File: src/rtl/vga_config_queue_pkg.sv
// Shared VGA configuration parameters and output-slot state encodings.
// Latency: n/a (declarations only).
// Backpressure: n/a.
package vga_config_queue_pkg;

    // Width of both the address and data fields of a configuration request.
    localparam int CONFIG_WIDTH = 4;

    // Output slot states: IDLE means nothing is presented, PRESENT means C_valid is high.
    typedef enum logic {
        IDLE    = 1'b0,
        PRESENT = 1'b1
    } slot_state_e;

endpackage

File: src/rtl/vga_cfg_fifo.sv
// Request storage ahead of the output slot: circular array with wrapping pointers and an occupancy count.
// Latency: a pushed entry is visible at head_dat after the push edge.
// Backpressure: a push while full is dropped unless a pop happens in the same cycle; a pop while empty is ignored.
module vga_cfg_fifo
    import vga_config_queue_pkg::*;
#(
    parameter int WIDTH   = 2 * CONFIG_WIDTH,
    parameter int ENTRIES = 3
) (
    input  logic             clk,
    input  logic             rst_n,
    input  logic             push,
    input  logic [WIDTH-1:0] push_dat,
    input  logic             pop,
    output logic [WIDTH-1:0] head_dat,
    output logic             empty,
    output logic             full
);

    localparam int PW = (ENTRIES > 1) ? $clog2(ENTRIES) : 1;
    localparam int CW = $clog2(ENTRIES + 1);

    logic [WIDTH-1:0] mem_q [ENTRIES];
    logic [WIDTH-1:0] mem_d [ENTRIES];
    logic [PW-1:0]    wr_ptr_q, wr_ptr_d;
    logic [PW-1:0]    rd_ptr_q, rd_ptr_d;
    logic [CW-1:0]    cnt_q, cnt_d;
    logic             do_push, do_pop;

    // The array size need not be a power of two, so pointers wrap explicitly at ENTRIES-1.
    function automatic logic [PW-1:0] ptr_inc(input logic [PW-1:0] p);
        return (p == PW'(ENTRIES - 1)) ? '0 : p + 1'b1;
    endfunction

    assign empty    = (cnt_q == '0);
    assign full     = (cnt_q == CW'(ENTRIES));
    assign head_dat = mem_q[rd_ptr_q];

    // Next-state for storage, pointers and occupancy.
    always_comb begin
        do_push  = push && (!full || pop);
        do_pop   = pop && !empty;
        mem_d    = mem_q;
        wr_ptr_d = wr_ptr_q;
        rd_ptr_d = rd_ptr_q;
        cnt_d    = cnt_q;
        if (do_push) begin
            mem_d[wr_ptr_q] = push_dat;
            wr_ptr_d        = ptr_inc(wr_ptr_q);
        end
        if (do_pop) begin
            rd_ptr_d = ptr_inc(rd_ptr_q);
        end
        case ({do_push, do_pop})
            2'b10:   cnt_d = cnt_q + 1'b1;
            2'b01:   cnt_d = cnt_q - 1'b1;
            default: cnt_d = cnt_q;
        endcase
    end

    // Storage and pointer registers; reset clears everything.
    always_ff @(posedge clk or negedge rst_n) begin
        if (!rst_n) begin
            for (int i = 0; i < ENTRIES; i++) begin
                mem_q[i] <= '0;
            end
            wr_ptr_q <= '0;
            rd_ptr_q <= '0;
            cnt_q    <= '0;
        end else begin
            mem_q    <= mem_d;
            wr_ptr_q <= wr_ptr_d;
            rd_ptr_q <= rd_ptr_d;
            cnt_q    <= cnt_d;
        end
    end

endmodule

File: src/rtl/vga_config_queue.sv
// Host-to-VGA_Control config request queue: FIFO plus a registered output slot; optional drop-on-timeout (VGA_CFG_TIMEOUT_EN).
// Latency: a write into an empty queue is presented on C_valid the cycle after it is accepted; back-to-back transfers with no bubble.
// Backpressure: C_valid/C_addr/C_data hold until C_rdy; when DEPTH requests are held H_full rises and further writes are ignored.
module vga_config_queue
    import vga_config_queue_pkg::*;
#(
    parameter int CONFIG_WIDTH = vga_config_queue_pkg::CONFIG_WIDTH,
    parameter int DEPTH        = 4,
    parameter int TIMEOUT      = 255
) (
    input  logic                       clk,
    input  logic                       rst_n,
    input  logic                       H_wr_en,
    input  logic [CONFIG_WIDTH-1:0]    H_addr,
    input  logic [CONFIG_WIDTH-1:0]    H_data,
    output logic                       H_full,
    output logic [$clog2(DEPTH):0]     H_count,
    output logic                       C_valid,
    output logic [CONFIG_WIDTH-1:0]    C_addr,
    output logic [CONFIG_WIDTH-1:0]    C_data,
    input  logic                       C_rdy,
    output logic                       Busy,
    output logic                       Err
);

    localparam int NW = $clog2(DEPTH) + 1;
    localparam int DW = 2 * CONFIG_WIDTH;

    slot_state_e             state_q, state_d;
    logic [CONFIG_WIDTH-1:0] addr_q, addr_d;
    logic [CONFIG_WIDTH-1:0] data_q, data_d;
    logic [NW-1:0]           count_q, count_d;
    logic                    full_q, busy_q;
    logic                    accept, xfer, drop, slot_free;
    logic                    fifo_push, fifo_pop, fifo_empty, fifo_full;
    logic [DW-1:0]           fifo_head;

`ifdef VGA_CFG_TIMEOUT_EN
    localparam int TW = $clog2(TIMEOUT + 1);
    logic [TW-1:0] wait_cnt_q, wait_cnt_d;
    logic          err_q, err_d;
`endif

    // The slot counts toward DEPTH, so the FIFO only needs DEPTH-1 entries.
    vga_cfg_fifo #(
        .WIDTH   (DW),
        .ENTRIES (DEPTH - 1)
    ) u_fifo (
        .clk      (clk),
        .rst_n    (rst_n),
        .push     (fifo_push),
        .push_dat ({H_addr, H_data}),
        .pop      (fifo_pop),
        .head_dat (fifo_head),
        .empty    (fifo_empty),
        .full     (fifo_full)
    );

    // Slot reload (FIFO head first, else bypass the host write), FIFO push, count and timeout next-state.
    always_comb begin
        accept = H_wr_en && !full_q;
        xfer   = (state_q == PRESENT) && C_rdy;
        drop   = 1'b0;
`ifdef VGA_CFG_TIMEOUT_EN
        err_d      = 1'b0;
        wait_cnt_d = '0;
        if ((state_q == PRESENT) && !C_rdy) begin
            if (wait_cnt_q == TW'(TIMEOUT - 1)) begin
                drop  = 1'b1;
                err_d = 1'b1;
            end else begin
                wait_cnt_d = wait_cnt_q + 1'b1;
            end
        end
`endif
        slot_free = (state_q == IDLE) || xfer;
        state_d   = state_q;
        addr_d    = addr_q;
        data_d    = data_q;
        fifo_pop  = 1'b0;
        if (slot_free) begin
            if (!fifo_empty) begin
                {addr_d, data_d} = fifo_head;
                fifo_pop         = 1'b1;
                state_d          = PRESENT;
            end else if (accept) begin
                addr_d  = H_addr;
                data_d  = H_data;
                state_d = PRESENT;
            end else begin
                state_d = IDLE;
            end
        end else if (drop) begin
            // A dropped request leaves the slot empty for one cycle; the next entry loads on the following edge.
            state_d = IDLE;
        end
        fifo_push = accept && !(slot_free && fifo_empty) && (!fifo_full || fifo_pop);
        case ({accept, xfer || drop})
            2'b10:   count_d = count_q + 1'b1;
            2'b01:   count_d = count_q - 1'b1;
            default: count_d = count_q;
        endcase
    end

    // Slot FSM, presented request and registered host-side status.
    always_ff @(posedge clk or negedge rst_n) begin
        if (!rst_n) begin
            state_q <= IDLE;
            addr_q  <= '0;
            data_q  <= '0;
            count_q <= '0;
            full_q  <= 1'b0;
            busy_q  <= 1'b0;
        end else begin
            state_q <= state_d;
            addr_q  <= addr_d;
            data_q  <= data_d;
            count_q <= count_d;
            full_q  <= (count_d == NW'(DEPTH));
            busy_q  <= (count_d != '0);
        end
    end

`ifdef VGA_CFG_TIMEOUT_EN
    // Wait counter and one-cycle drop pulse.
    always_ff @(posedge clk or negedge rst_n) begin
        if (!rst_n) begin
            wait_cnt_q <= '0;
            err_q      <= 1'b0;
        end else begin
            wait_cnt_q <= wait_cnt_d;
            err_q      <= err_d;
        end
    end

    assign Err = err_q;
`else
    // Constant low: no request is ever dropped in this build, TIMEOUT has no effect.
    assign Err = (TIMEOUT < 0);
`endif

    assign C_valid = (state_q == PRESENT);
    assign C_addr  = addr_q;
    assign C_data  = data_q;
    assign H_count = count_q;
    assign H_full  = full_q;
    assign Busy    = busy_q;

endmodule
File: config.mk
export PLATFORM = sky130hd
export DESIGN_NAME = vga_config_queue
export DESIGN_NICKNAME = d
export VERILOG_FILES = /design/src/rtl/vga_config_queue_pkg.sv /design/src/rtl/vga_cfg_fifo.sv /design/src/rtl/vga_config_queue.sv
export SDC_FILE = /design/constraint.sdc
export NUM_CORES = 1
export LEC_CHECK = 0
export CAP_MARGIN = 20
export CORE_MARGIN = 2
export CORE_UTILIZATION = 41
export CTS_CLUSTER_DIAMETER = 120
export DETAILED_ROUTE_END_ITERATION = 6
export GPL_TIMING_DRIVEN = 0
export PLACE_DENSITY = 0.67
export REMOVE_ABC_BUFFERS = 1
export SLEW_MARGIN = 15
export SYNTH_ARGS = -nofsm -noshare
export SYNTH_HDL_FRONTEND = slang
export SYNTH_SLANG_ARGS = --single-unit
File: constraint.sdc
create_clock -name clk -period 1.74 [get_ports clk]
set_input_delay 0.348 -clock clk [delete_from_list [all_inputs] [get_ports clk]]
set_output_delay 0.348 -clock clk [all_outputs]
set_load 0.1 [all_outputs]
==> summary.md, run 1 <==
At the end of the flow, the number of nets in the layout was 227. TritonCTS built the clock tree. For this run, the top clock speed supported by timing is 0.546 GHz. The total routing usage reported by global routing is 0.187. The critical path is of the flip-flop to flip-flop type.

After synthesis, the largest family of logic cells by area is multiplexers. The clock drives 44 sinks. Entering global routing, the biggest net connects 27 pins. Post-synthesis instance area: 2080 sq um. The initial core utilization came out at 0.432.

The count of flip-flops with a built-in enable after synthesis works out to 0. The first detailed-routing pass ran for 4 iterations. Relative to the synthesized area, the layout overhead comes to 34.6%. After the first detailed-routing iteration, the DRC count stood at 27. The worst setup slack after layout was -0.0925 ns; the number of buffers inserted by port buffering was 25. The Yosys step of the flow raised 0 warnings. The master of the slowest instance on the critical path was sky130_fd_sc_hd__dfrtp_1. Multiplexer fraction of the synthesized cell area: 0.193. The worst setup path is captured at a flip-flop.

The via count of the first global-routing pass came out at 1596. The CTS root buffer is sky130_fd_sc_hd__clkbuf_8. For this block, the via count after detailed routing is 1472.

The H-tree was split into 2 levels. The repair_antennas step left the layout with diodes totalling 0. The longest clock path from root to sink contains 2 buffers. The total detailed-routing wirelength is 4670 microns, and the highest cell delay on the worst timing path is 0.38 ns. The actual slew at the worst max-slew pin was 0.679 ns; the number of filler instances in the final layout was 402.

The top cell types in the final layout, fill and taps aside, are 43 x sky130_fd_sc_hd__dfrtp_1, 24 x sky130_fd_sc_hd__mux2_4, 16 x sky130_fd_sc_hd__o21ai_0, 13 x sky130_fd_sc_hd__buf_4, 12 x sky130_fd_sc_hd__clkdlybuf4s15_2. The tools report the sum of negative setup slack as -1.19 ns. The mean instance size in the synthesized netlist is 12.5 sq um.

The clock transition at the registers of the reported paths is 0.08 ns, and the post-route DRC violation count is 0. The number of setup violations in the final report is 19. The adder and majority gate portion of the synthesized area is 0.0216, and the latest clock arrival within the worst-skew pair is 0.29 ns.

The total overflow left after global routing is 0. Setup repair after global routing could not meet its margin everywhere. In this run the worst path has a maximum fanout of 8. In this run the horizontal extent of the chip is 75.3 microns. Walking the worst path, the cells encountered are and2b_2 -> buf_6 -> o211ai_4 -> buf_12 -> nor3b_4 -> buf_12 -> mux2_4. For the final database, setup skew stands at 0.00638 ns. The minimum clock period is 1.83 ns. Leaving out fill and tap cells, the most frequent cell in the layout is sky130_fd_sc_hd__dfrtp_1.

The max-slew violation total from the final report is 0. Using the TritonRoute via totals, the vias-per-cell ratio works out to 5.28. Yosys mapped the design onto 36 distinct sky130hd cell types. The first global-routing pass estimated 7800 microns of wire. The required time of the critical path is 1.91 ns. The checks that failed: negative setup slack. In this run the count of I/O pins placed on the die edge is 27.

The flow ran to the end, but the final reports show violations. The type of element launching the critical path was a flip-flop. The die covers 5670 sq um.

Counting flops and latches in the post-synthesis netlist gives 44. After floorplanning, the core was sized to cover 4820 sq um. After technology mapping, the gate count stands at 167.

The die is 75.3 microns tall. The synthesized-area fraction occupied by xor and xnor cells is 0.0252, and the number of max-capacitance violations reported is 0. The share of the yosys chip area belonging to registers was 0.529. The average wire length per cell after detail routing works out to 16.7 microns. The logs give 0 for the initial antenna violation count and 2850 microns for the placed wire-length estimate after detailed placement. The area share of and/or/nand/nor cells after synthesis was 0.109; the residual antenna-violating net count after detailed routing was 0.

The proportion of register bits with asynchronous set or reset after synthesis was 1.00. The run gives 0 as the number of failing hold endpoints at the final stage. For this run, the leading register cell type out of synthesis is sky130_fd_sc_hd__dfrtp_1. The share of post-route cells with drive strength above 1 is 0.406, and the worst relative slew slack is 0.548. The placer congestion estimate was 0.734; the placement row count was 25.

Compound-cell area share of the yosys netlist: 0.0895. The run gives 0.582 as the utilization after layout. The number of buffers added by the clock tree synthesis step came out at 5.

The share of the clock period used by the worst path was 1.05. The worst min-delay path category is flip-flop to flip-flop. By instance count, the cell type seen most on the critical path is sky130_fd_sc_hd__buf_12. The arrival time at the worst endpoint is 2.00 ns.
state kept, by name (all words and copies together), names as in the netlist:
signal	count
u_fifo.mem_q	24
C_addr	4
C_data	4
H_count	3
u_fifo.cnt_q	2
u_fifo.rd_ptr_q	2
u_fifo.wr_ptr_q	2
Busy	1
C_valid	1
H_full	1
worst max-delay path, delay by kind of cell, from the launching register on:
family | cells | cell delay (ns)
AOI/OAI and AO/OA | 1 | 0.11
muxes | 1 | 0.31
and+or+nand+nor | 2 | 0.48
buffers and inverters | 3 | 0.43
DFF | 1 | 0.38
cell usage after synthesis (2+ instances only):
cell type,number,area share
sky130_fd_sc_hd__mux2_4,8,0.058
sky130_fd_sc_hd__xnor2_1,5,0.021
sky130_fd_sc_hd__ha_1,2,0.012
sky130_fd_sc_hd__a21o_1,2,0.0072
sky130_fd_sc_hd__mux2i_1,8,0.038
sky130_fd_sc_hd__o21ai_0,16,0.038
sky130_fd_sc_hd__nand2b_1,2,0.0060
sky130_fd_sc_hd__nand2_1,12,0.022
sky130_fd_sc_hd__buf_6,2,0.011
sky130_fd_sc_hd__clkbuf_1,4,0.0072
sky130_fd_sc_hd__inv_1,3,0.0054
sky130_fd_sc_hd__nor2_1,5,0.0090
sky130_fd_sc_hd__nand3b_1,8,0.029
sky130_fd_sc_hd__mux2_2,18,0.097
sky130_fd_sc_hd__dfrtp_1,44,0.53
sky130_fd_sc_hd__o211ai_1,8,0.029
timing repair:
action,4_1_cts,5_1_grt
hold buffers,1,0
setup endpoints to repair,54,32
hold endpoints to repair,1,0
resized for setup,75,7
setup buffers,15,4
pin swaps,10,8
layout make-up:
| class | count | area [sq um] | area share |
|---|---|---|---|
| flip-flops and latches | 44 | 1100 | 0.393 |
| multi-input cells | 111 | 1030 | 0.369 |
| repair buffers | 47 | 477 | 0.170 |
| clock buffers | 7 | 96.3 | 0.0344 |
| well taps | 67 | 83.8 | 0.0299 |
| inverters | 3 | 11.3 | 0.00402 |
final timing paths:
| kind | end | cells past startpoint | from | slack, ns |
|---|---|---|---|---|
| hold / removal | C_addr[1] | 2 | C_addr[1] | 0.48 |
| min in group asynchronous | C_data[3] | 2 | rst_n | 0.54 |
| setup reg to reg | u_fifo.mem_q[10] | 7 | H_full | -0.09 |
| max in group asynchronous | u_fifo.rd_ptr_q[1] | 3 | rst_n | 0.69 |
| hold reg to reg | C_addr[1] | 2 | C_addr[1] | 0.48 |
| setup / recovery | u_fifo.mem_q[10] | 7 | H_full | -0.09 |
per-stage QoR:
| stage | hold WS [ns] | std cells | cell area (sq um) | setup slack, ns |
|---|---|---|---|---|
| 4_1_cts | 0.488 | 275 | 2770 | -0.198 |
| 5_1_grt | 0.528 | 279 | 2800 | -0.139 |
| 3_5_place_dp | 0.318 | 252 | 2390 | -0.772 |
| 6_report | 0.480 | 279 | 2800 | -0.0925 |
| 2_1_floorplan | 0.0524 | 158 | 2030 | -0.690 |
| 3_3_place_gp | 0.461 | 250 | 2360 | -0.741 |
cell families (layout without fill, tap and decap cells):
| kind of cell | after synthesis | count (layout) |
|---|---|---|
| AOI/OAI and AO/OA | 29 | 29 |
| xor gates and xnor gates | 6 | 6 |
| adders and majority gates | 3 | 3 |
| buffers and inverters | 12 | 57 |
| DFF | 44 | 44 |
| muxes | 34 | 34 |
| other | 1 | 1 |
| and+or+nand+nor | 38 | 38 |
layer usage:
layer | vias up | routed length [microns] | track usage
li1 | 672 | - | -
met1 | 756 | 2000 | 0.231
met2 | 37 | 2420 | 0.330
met3 | 7 | 188 | 0.0428
met4 | 0 | 52 | 0.0487
met5 | - | 0 | 0
Power of run 1 is left out: the tool's default activity adds up to more than one toggle a clock period on the data nets, which glitch-free logic cannot reach.
==> run 2, diff against run 1 <==
--- a/config.mk
+++ b/config.mk
@@ -10,9 +10,8 @@
 export CORE_UTILIZATION = 41
 export CTS_CLUSTER_DIAMETER = 120
 export DETAILED_ROUTE_END_ITERATION = 6
-export GPL_TIMING_DRIVEN = 0
+export MAX_ROUTING_LAYER = met4
 export PLACE_DENSITY = 0.67
-export REMOVE_ABC_BUFFERS = 1
 export SLEW_MARGIN = 15
 export SYNTH_ARGS = -nofsm -noshare
 export SYNTH_HDL_FRONTEND = slang
==> run 2 against run 1 <==
Against the previous run:
- count of clock-buffer cells in the layout shrank 1
- the flow still finishes with violations (negative setup slack)
- global-route usage is essentially flat
- wire length shrank 2.1%
- register-to-register slack lost 0.08 ns
- design area grew 9.1%
- setup slack lost 0.081 ns
- highest routed layer unchanged
- critical endpoint is now Busy
- critical path type unchanged
- flip-flop and latch count is the same
==> summary.md, run 2 (same netlist as run 1, synthesis figures left out) <==
The flow ran to the end, but the final reports show violations. The commonest non-fill, non-tap cell in the layout was sky130_fd_sc_hd__dfrtp_1. The count of cells in the finished layout, fillers not included, comes to 289.

The number of diodes added for antenna fixing was 0; the count of placed standard cells including taps was 276. After detailed routing, the average wire length per cell comes to 15.8 microns. Summed over all nets, the half-perimeter wirelength after detailed placement is 3200 microns.

The final worst clock skew was 0.00907 ns. At the pin with the least slew margin, the transition time is 0.565 ns. The completed layout was analyzed and its total power is 6.79 mW. The final layout contains 236 nets. The checks that failed: negative setup slack. On the final layout, the worst hold slack is 0.0296 ns.

The post-route DRC violation count came out at 0. The most critical setup path has its startpoint at H_full. The later pin in the worst-skew pair is clocked with a latency of 0.30 ns. For the placement row count, the log shows 25. The die is 75.3 microns tall. The worst relative slew slack was 0.623; the area of all sequential standard cells was 1110 sq um. The sort of element at the end of the critical path is a flip-flop.

TritonCTS built the clock tree. The instance area after placement was 2820 sq um; the area of the die was 5670 sq um. Summing all non-filler instances in the final layout gives an area of 3060 sq um. In this run the standard cell core region covers 4820 sq um. The number of detailed-routing iterations run before antenna repair is 4, and the via count normalized by instance count is 5.13. The total global routing overflow is 0, and the hold-fix buffer count after cts is 0.

The worst register-to-register path begins at H_full. The share of post-route cells with drive strength above 1 is 0.455, and the pin count of the biggest net entering global routing is 24. The global-route wire length before repair is 7580 microns, and the minimum clock period is 1.91 ns. The longest clock path from root to sink contains 2 buffers.

Adding up every negative setup slack in the final design gives -3.82 ns. The number of failing hold endpoints at the final stage is 0. Clock tree synthesis selected as its root buffer the cell sky130_fd_sc_hd__clkbuf_8. The logs give -0.173 ns for the worst setup slack after layout and 1.93 ns for the required time of the critical path. For the maximum resistive drop on vdd, the log shows 1.28 mV. The area overhead of the layout relative to synthesis is 46.9%, and the number of buffers added by the clock tree synthesis step is 5. Critical setup path kind: flip-flop to flip-flop.

The logs give -0.17 ns for the flop-to-flop setup slack and 1.36 nW for the leakage component of the power. The tools report the arrival time at the worst endpoint as 2.10 ns. Setup repair after global routing could not meet its margin everywhere. The tree built by TritonCTS fans out to 44 sinks. Leaving out fill and tap cells, the most frequent cells in the layout are 40 x sky130_fd_sc_hd__dfrtp_1, 24 x sky130_fd_sc_hd__mux2_4, 18 x sky130_fd_sc_hd__buf_4, 17 x sky130_fd_sc_hd__buf_12, 16 x sky130_fd_sc_hd__o21ai_0. The total via count after detailed routing is 1484. The largest register by flop count was u_fifo.mem_q.

The count of boundary I/O pins is 27. Counting every net in the synthesized netlist gives 182. Port buffering added 25 buffers.

The via count of the first global-routing pass is 1539, and the flip-flop count of the largest register, all copies and words added is 24. Counting the fill cells in the layout gives 383. After clock tree synthesis, the clock-pin slew on the worst setup and hold paths is 0.09 ns. For the initial core utilization, the log shows 0.432.

Number of design-rule violations left by the first detailed-router iteration: 64. The tools report the total routing usage reported by global routing as 0.187. The share of the clock period used by the worst path is 1.10, and the number of setup violations in the final report is 29. The logs give 2 for the level count of the clock H-tree and 0 for the max-slew violation total from the final report. The maximum frequency from static timing analysis is 0.523 GHz, and the area of combinational cells with multiple inputs is 1050 sq um. The power density over the cells works out to 2220 nW/um^2.

Type of element launching the critical path: a flip-flop. The run gives 0 as the number of max-capacitance violations reported. From left edge to right edge, the die measures 75.3 microns. The worst hold path belongs to the class primary input to async pin.

The maximum fanout count along the critical path is 3, and the placer congestion estimate is 0.788. Wires add up to 4570 microns. The initial antenna violation count is 0, and the residual antenna-violating net count after detailed routing is 0.
run 2: cell count changes in the layout (fill, tap and decap cells not counted), moves of 3 or more:
cell	change
sky130_fd_sc_hd__buf_12	+14
sky130_fd_sc_hd__buf_4	+5
sky130_fd_sc_hd__buf_6	+5
sky130_fd_sc_hd__clkdlybuf4s15_2	-12
sky130_fd_sc_hd__dfrtp_1	-3
run 2: cell type report:
cell class	instances	share of cell area
clock buffer	6	0.0237
multi-input combinational	111	0.344
timing repair buffer	56	0.226
clock inverter	2	0.0114
tap	67	0.0274
sequential	44	0.363
inverter	3	0.00368
run 2: per-stage QoR:
step | setup WS, ns | utilization
finish | -0.173 | 0.635
global route | -0.279 | 0.635
CTS | -0.199 | 0.618
detailed placement | -0.488 | 0.586
global placement | -0.408 | 0.586
floorplan | -0.302 | -
run 2: worst max-delay path: stages (launching register included):
cell and delay [ns]:
sky130_fd_sc_hd__dfrtp_4 0.48, sky130_fd_sc_hd__and2b_2 0.25, sky130_fd_sc_hd__inv_2 0.05, sky130_fd_sc_hd__ha_4 0.15
sky130_fd_sc_hd__fa_2 0.35, sky130_fd_sc_hd__xnor2_2 0.16, sky130_fd_sc_hd__nor2_2 0.07, sky130_fd_sc_hd__xnor2_2 0.20
sky130_fd_sc_hd__nand2b_1 0.09
run 2: path summary, 6_finish.rpt:
| check | to | cells after the start |
|---|---|---|
| worst min-delay path | H_count[2] | 1 |
| min in group clk | u_fifo.mem_q[22] | 1 |
| max in group asynchronous | u_fifo.mem_q[19] | 2 |
| worst min register to register | u_fifo.mem_q[22] | 1 |
| worst max-delay path | Busy | 8 |
| worst max register to register | Busy | 8 |
run 2: power breakdown:
part	switching (mW)	internal (mW)	total, mW
Combinational	2.06	1.97	4.03
Sequential	0.447	1.54	1.99
Clock	0.342	0.426	0.768
Total	2.85	3.94	6.79
run 2: metal layers:
layer | track usage | up-vias | wire [microns] | share of wire
li1 | - | 698 | - | -
met1 | 0.233 | 761 | 2080 | 0.46
met2 | 0.298 | 17 | 2290 | 0.50
met3 | 0.0442 | 8 | 108 | 0.024
met4 | 0.0682 | 0 | 87 | 0.019
met5 | - | - | 0 | 0
run 2: what timing repair did:
action | 4_1_cts | 5_1_grt
hold endpoints to repair | 0 | 0
endpoints found under the setup margin | 28 | 29
gates resized for setup | 9 | 13
pin swaps | 2 | 4
setup buffers | 2 | 3
Power figures use the tool's default switching activity.
